$ cat src/rtl/core_seq_if.sv
// core_seq_if: activation-stream and output-chain handshake bundle.
//   in_valid/in_data/in_ready : FP32 activation stream into the sequencer
//   out_valid/out_ready       : chain-shift strobe and downstream backpressure
// Modports: master = producer/consumer side (bench or upstream logic),
//           slave  = core_seq side.
interface core_seq_if;
  logic        in_valid;
  logic [31:0] in_data;
  logic        in_ready;
  logic        out_valid;
  logic        out_ready;

  modport master (
    output in_valid, in_data, out_ready,
    input  in_ready, out_valid
  );

  modport slave (
    input  in_valid, in_data, out_ready,
    output in_ready, out_valid
  );
endinterface

$ cat src/rtl/core_seq.sv
// core_seq: dot-product pass sequencer for a MAC array.
//   IDLE -> INIT (1 cycle) -> RUN (len+1 accepted elements) -> DRAIN (2 cycles)
//   -> SHIFT (ncore+1 chain shifts) -> IDLE with a one-cycle done pulse.
// Ports:
//   clk, rst_n      : clock, asynchronous active-low reset
//   start           : pass request, sampled only in IDLE
//   len, ncore      : products-1 and chain-shifts-1, latched on accepted start
//   sif (slave)     : in_valid/in_data/in_ready stream, out_valid/out_ready
//   init/exec/outr/update : MAC-array controls (init, exec, outr one-hot or idle)
//   ra              : weight read address (registered element count)
//   d               : registered activation, holds when not updated
//   busy, done      : pass in progress / pass-complete pulse
// Build option: define CORE_SEQ_BACKPRESSURE_EN to let out_ready=0 stall SHIFT.
module core_seq #(
  parameter int unsigned LEN_W = 5,
  parameter int unsigned NC_W  = 4
) (
  input  logic             clk,
  input  logic             rst_n,
  input  logic             start,
  input  logic [LEN_W-1:0] len,
  input  logic [NC_W-1:0]  ncore,
  core_seq_if.slave        sif,
  output logic             init,
  output logic             exec,
  output logic             outr,
  output logic             update,
  output logic [LEN_W-1:0] ra,
  output logic [31:0]      d,
  output logic             busy,
  output logic             done
);

  typedef enum logic [2:0] {IDLE, INIT, RUN, DRAIN, SHIFT} state_t;

  state_t           state;
  logic [LEN_W-1:0] len_q;
  logic [NC_W-1:0]  nc_q;
  logic [NC_W-1:0]  sh_cnt;
  logic             drain_cnt;
  logic             upd_pend;
  logic             init_q;
  logic             run_q;
  logic             shift_q;
  logic             accept;
  logic             shift_go;

  // exec/outr follow the same-cycle handshake, gated by registered phase flags.
  assign accept = run_q & sif.in_valid;

`ifdef CORE_SEQ_BACKPRESSURE_EN
  assign shift_go = shift_q & sif.out_ready;
`else
  logic unused_out_ready;
  assign unused_out_ready = sif.out_ready;
  assign shift_go = shift_q;
`endif

  assign init          = init_q;
  assign exec          = accept;
  assign outr          = shift_go;
  assign update        = shift_go & upd_pend;
  assign sif.in_ready  = run_q;
  assign sif.out_valid = shift_go;

  always_ff @(posedge clk or negedge rst_n) begin
    if (!rst_n) begin
      state     <= IDLE;
      len_q     <= '0;
      nc_q      <= '0;
      ra        <= '0;
      sh_cnt    <= '0;
      drain_cnt <= 1'b0;
      upd_pend  <= 1'b0;
      init_q    <= 1'b0;
      run_q     <= 1'b0;
      shift_q   <= 1'b0;
      d         <= '0;
      busy      <= 1'b0;
      done      <= 1'b0;
    end else begin
      done <= 1'b0;
      case (state)
        IDLE: begin
          if (start) begin
            len_q  <= len;
            nc_q   <= ncore;
            ra     <= '0;
            init_q <= 1'b1;
            busy   <= 1'b1;
            state  <= INIT;
          end
        end
        INIT: begin
          init_q <= 1'b0;
          run_q  <= 1'b1;
          state  <= RUN;
        end
        RUN: begin
          if (accept) begin
            d <= sif.in_data;
            // Last element leaves ra at len so the count never wraps.
            if (ra == len_q) begin
              run_q     <= 1'b0;
              drain_cnt <= 1'b0;
              state     <= DRAIN;
            end else begin
              ra <= ra + LEN_W'(1);
            end
          end
        end
        DRAIN: begin
          drain_cnt <= 1'b1;
          if (drain_cnt) begin
            shift_q  <= 1'b1;
            sh_cnt   <= '0;
            upd_pend <= 1'b1;
            state    <= SHIFT;
          end
        end
        SHIFT: begin
          if (shift_go) begin
            upd_pend <= 1'b0;
            if (sh_cnt == nc_q) begin
              shift_q <= 1'b0;
              busy    <= 1'b0;
              done    <= 1'b1;
              state   <= IDLE;
            end else begin
              sh_cnt <= sh_cnt + NC_W'(1);
            end
          end
        end
        default: state <= IDLE;
      endcase
    end
  end

endmodule

$ cat src/flat_wrapper.sv
// flat-port wrapper written by rule: the top's interface ports become plain ports
module core_seq_flat 
#(
  parameter int unsigned LEN_W = 5,
  parameter int unsigned NC_W  = 4
)
  (clk, rst_n, start, len, ncore, init, exec, outr, update, ra, d, busy, done, sif_in_valid, sif_in_data, sif_out_ready, sif_in_ready, sif_out_valid);
  core_seq_if sif_i ();
  input  logic clk;
  input  logic rst_n;
  input  logic start;
  input  logic [LEN_W-1:0] len;
  input  logic [NC_W-1:0] ncore;
  output logic init;
  output logic exec;
  output logic outr;
  output logic update;
  output logic [LEN_W-1:0] ra;
  output logic [31:0] d;
  output logic busy;
  output logic done;
  input wire logic [$bits(sif_i.in_valid)-1:0] sif_in_valid;
  input wire logic [$bits(sif_i.in_data)-1:0] sif_in_data;
  input wire logic [$bits(sif_i.out_ready)-1:0] sif_out_ready;
  output wire logic [$bits(sif_i.in_ready)-1:0] sif_in_ready;
  output wire logic [$bits(sif_i.out_valid)-1:0] sif_out_valid;
  assign sif_i.in_valid = sif_in_valid;
  assign sif_i.in_data = sif_in_data;
  assign sif_i.out_ready = sif_out_ready;
  assign sif_in_ready = sif_i.in_ready;
  assign sif_out_valid = sif_i.out_valid;
  core_seq #(.LEN_W(LEN_W), .NC_W(NC_W)) u_core (.clk(clk), .rst_n(rst_n), .start(start), .len(len), .ncore(ncore), .sif(sif_i), .init(init), .exec(exec), .outr(outr), .update(update), .ra(ra), .d(d), .busy(busy), .done(done));
endmodule
$ cat config.mk
export PLATFORM = sky130hd
export DESIGN_NAME = core_seq_flat
export DESIGN_NICKNAME = d
export VERILOG_FILES = /design/src/rtl/core_seq_if.sv /design/src/rtl/core_seq.sv /design/src/flat_wrapper.sv
export SDC_FILE = /design/constraint.sdc
export NUM_CORES = 1
export LEC_CHECK = 0
export CORE_MARGIN = 2
export CORE_UTILIZATION = 45
export DETAILED_ROUTE_END_ITERATION = 12
export PLACE_DENSITY = 0.8
export SETUP_SLACK_MARGIN = 0.2
export SYNTH_ARGS = -nofsm -noshare
export SYNTH_HDL_FRONTEND = slang
export SYNTH_SLANG_ARGS = --single-unit
$ cat constraint.sdc
create_clock -name clk -period 2.72 [get_ports clk]
set_input_delay 0.544 -clock clk [delete_from_list [all_inputs] [get_ports clk]]
set_output_delay 0.544 -clock clk [all_outputs]
set_load 0.005 [all_outputs]
==> metrics.yaml <==
routing:
  routed_wirelength_um: 5370
  viasPerCell: 5.03
  postRouteAntennaNets: 0
  dr_total_vias: 1888
  detail_route.iter0.violations: 105
  dr.pass1.iters: 4
  route.detailed.wl_per_inst_um: 14.3
  drc_markers: 0
clocking:
  clk-insertion-delay-late_ns: 0.32
  cts.root.buffer_cell: "sky130_fd_sc_hd__clkbuf_8"
  post-cts-setup-buffer-count: 0
  clock_tree_from_tritoncts: "built"
  clock_path_buffers: 2
  post_cts_resize_count: 0
  tritoncts_num_sinks: 60
  cts_inserted_buffers: 9
  htree_num_levels: 3
  clk_pin_slew_ns: 0.06
  cts_hold_buffers: 0
die:
  placeableCoreArea_mm2: 0.00557
  floorplan.io_pins: 91
  placement_rows: 27
  initial_core_util_pct: 47.1
  die_area_mm2: 0.00647
  die_w_um: 80.4
  die_y_um: 80.4
worst_setup_path:
  worst_r2r_path_depth: 4
  cp_required_ns: 2.18
  path_buf_inv: 3
  critical_path_class: "in -> out"
  worstPathArrival_ns: 1.77
  regToRegEndpoint: "u_core.d[12]$_DFFE_PN0P_"
  crit_path_cell_trace: "clkdlybuf4s50_1 > nand2_1 > inv_1 > clkdlybuf4s50_1"
  crit_slowest_cell: "sky130_fd_sc_hd__clkdlybuf4s50_1"
  reg2reg_from: "u_core.state[0]$_DFFE_PN0P_"
  regToRegSetupSlack_ns: 0.65
  critical-path-max-stage-delay_ns: 0.50
  path_common_cell: "sky130_fd_sc_hd__clkdlybuf4s50_1"
  critical_path_peak_fanout: 3
  critical_path.startpoint_type: "primary input"
  cp-end-kind: "output port"
  cp_top_family: "buffers and inverters"
yosys:
  yosys_warnings: 0
  synthTopCellsByArea: "sky130_fd_sc_hd__dfrtp_1 57%, sky130_fd_sc_hd__mux2_2 18%, sky130_fd_sc_hd__a21oi_1 1.7%"
  synth.lib_cells_used.distinct: 41
  synthesis.area_mm2: 0.00263
  synth_register_bits: 60
  yosysTopAreaCellShare_pct: 57.1
  syn-num-nets: 252
  post-synth-top-area-cell: "sky130_fd_sc_hd__dfrtp_1"
  share_of_synthesized_area_occupied_by_flip_flops_and_latches_pct: 57.1
  synthesis.instances: 204
  postSynthAreaPerCell_um2: 12.9
cells_and_area:
  layout.area.seq_mm2: 0.00150
  layout.cell_area.non_filler_mm2: 0.00376
  antenna_cells_inserted: 0
  final_net_count: 347
  multiInputGateArea_mm2: 0.00104
  area_growth_syn_to_layout_pct: 43.2
  fillers: 431
  final_layout_size_suffix_gt1_share_pct: 21.8
timing:
  finalSetupViolCount: 0
  min_period_ns: 2.31
  setup_tns_ns: 0
  min_period_over_period_pct: 84.9
  rsz0062_at_grt: "false"
  max-slew-margin-rel_pct: 57.7
  max_freq_mhz: 433
  worstMarginPinSlew_ns: 0.633
  final.setup_skew_ns: 0.00656
  drv_slew: 0
  timing_hold_violations_final: 0
placement:
  place_area_mm2: 0.00359
  port_buffers: 89
  place_hpwl_um: 3960
  gp_routability_congestion: 0.799
grt:
  number_of_global_route_vias_before_repair: 1830
  wire_length_of_the_first_global_routing_pass_um: 8540
  antenna_found_initial: 0
  grt_max_degree: 61
  gr-total-overflow: 0
  grt.total_usage_pct: 17.8
min_path:
  hold_class: "in -> async"
pwr:
  powerDensity_mw_per_mm2: 1070
  p_leak_nw: 1.56
  irDropWorstVdd_mv: 0.475
run:
  drv_cap: 0
run_status:
  status: "complete, no violations"
[final cells by class]
cell class / instances / area share, %
sequential: 60 / 39.9
multi-input combinational: 127 / 27.5
timing repair buffer: 93 / 24.7
clock buffer: 11 / 4.02
tap: 72 / 2.39
inverter: 8 / 0.798
clock inverter: 4 / 0.665
[power breakdown]
part / total (mW) / internal, mW / leakage, nW / switching (mW)
clock: 0.700 / 0.371 / 0.0872 / 0.329
sequential: 1.56 / 1.29 / 0.713 / 0.268
combinational: 1.78 / 1.12 / 0.758 / 0.656
total: 4.04 / 2.78 / 1.56 / 1.25
[logic make-up after synthesis]
logic type	Yosys count	synth area share, %
DFF	60	57.1
and+or+nand+nor	46	9.86
muxes	44	18.8
AOI/OAI and AO/OA	26	6.62
buffers and inverters	17	3.67
xor gates and xnor gates	9	3.00
adders and majority gates	2	0.952
[layout by cell type, fill, tap and decap left out, types with 2 or more instances in the layout]
cell type                         synthesis  layout
sky130_fd_sc_hd__clkdlybuf4s50_1          0      88
sky130_fd_sc_hd__dfrtp_1                 60      60
sky130_fd_sc_hd__mux2_2                  41      41
sky130_fd_sc_hd__nor2_1                  12      12
sky130_fd_sc_hd__clkbuf_8                 0      11
sky130_fd_sc_hd__nand2_1                 10      10
sky130_fd_sc_hd__a21oi_1                  9       9
sky130_fd_sc_hd__inv_1                    8       8
sky130_fd_sc_hd__xnor2_1                  5       5
sky130_fd_sc_hd__xor2_1                   4       4
sky130_fd_sc_hd__and3_1                   4       4
sky130_fd_sc_hd__a31oi_1                  4       4
sky130_fd_sc_hd__a211oi_1                 3       3
sky130_fd_sc_hd__o22ai_1                  3       3
sky130_fd_sc_hd__buf_4                    1       3
sky130_fd_sc_hd__nand3_1                  2       2
sky130_fd_sc_hd__a211o_1                  2       2
sky130_fd_sc_hd__nand4_1                  2       2
sky130_fd_sc_hd__mux2i_1                  2       2
sky130_fd_sc_hd__ha_1                     2       2
sky130_fd_sc_hd__clkinvlp_4               0       2
sky130_fd_sc_hd__clkinv_2                 0       2
[how the worst max path moves through the flow]
stage                               endpoint  cells past startpoint         start
finish                                  exec                      4  sif_in_valid
global placement    u_core.ra[1]$_DFFE_PN0P_                      5         start
global route                            exec                      4  sif_in_valid
floorplan           u_core.ra[1]$_DFFE_PN0P_                      4         start
detailed placement  u_core.ra[1]$_DFFE_PN0P_                      5         start
CTS                                     exec                      4  sif_in_valid
[cells in the mapped netlist (all sizes together)]
master   instances
buf              9
a21oi            9
nand4            2
or2              1
nand4b           1
a211o            2
nor3             1
nand3            2
nor4b            2
o41ai            1
mux2i            2
xnor2            5
a21o             1
xor2             4
nand2           10
and2             1
a31oi            4
mux2            42
dfrtp           60
nor2            13
or3              1
nor3b            1
inv              8
o2bb2ai          1
o31ai            1
nor4             1
nand3b           1
or3b             2
and3b            1
ha               2
and4b            1
and3             4
or4              1
a211oi           3
o22ai            3
o21ai            1
[routing by layer]
layer / track usage, % / wire length (µm) / part of all wire, % / vias up
li1: - / - / - / 924
met1: 22.2 / 2330 / 43 / 889
met2: 27.8 / 2520 / 47 / 71
met3: 5.96 / 460 / 8.6 / 4
met4: 8.64 / 55 / 1.0 / 0
met5: 0 / 0 / 0 / -
[flip-flops by register name, indices dropped and copies added (netlist names), 3 cells and up]
register,count
u_core.d,32
u_core.len_q,5
u_core.nc_q,4
u_core.ra,5
u_core.sh_cnt,4
u_core.state,3
[stage by stage]
| stage | instances | utilization (%) | power, mW | hold WS (ns) | setup WS (ns) |
|---|---|---|---|---|---|
| final | 375 | 67.5 | 4.04 | 0.215 | 0.410 |
| after global routing | 375 | 67.5 | 4.32 | 0.221 | 0.330 |
| after detailed placement | 360 | 64.3 | 3.38 | 0.458 | 0.360 |
| after CTS | 375 | 67.5 | 4.09 | 0.215 | 0.401 |
| after floorplan | 204 | - | 2.52 | 0.248 | 0.969 |
| after global placement | 360 | 64.3 | 3.30 | 0.457 | 0.381 |
Power figures use the tool's default switching activity.
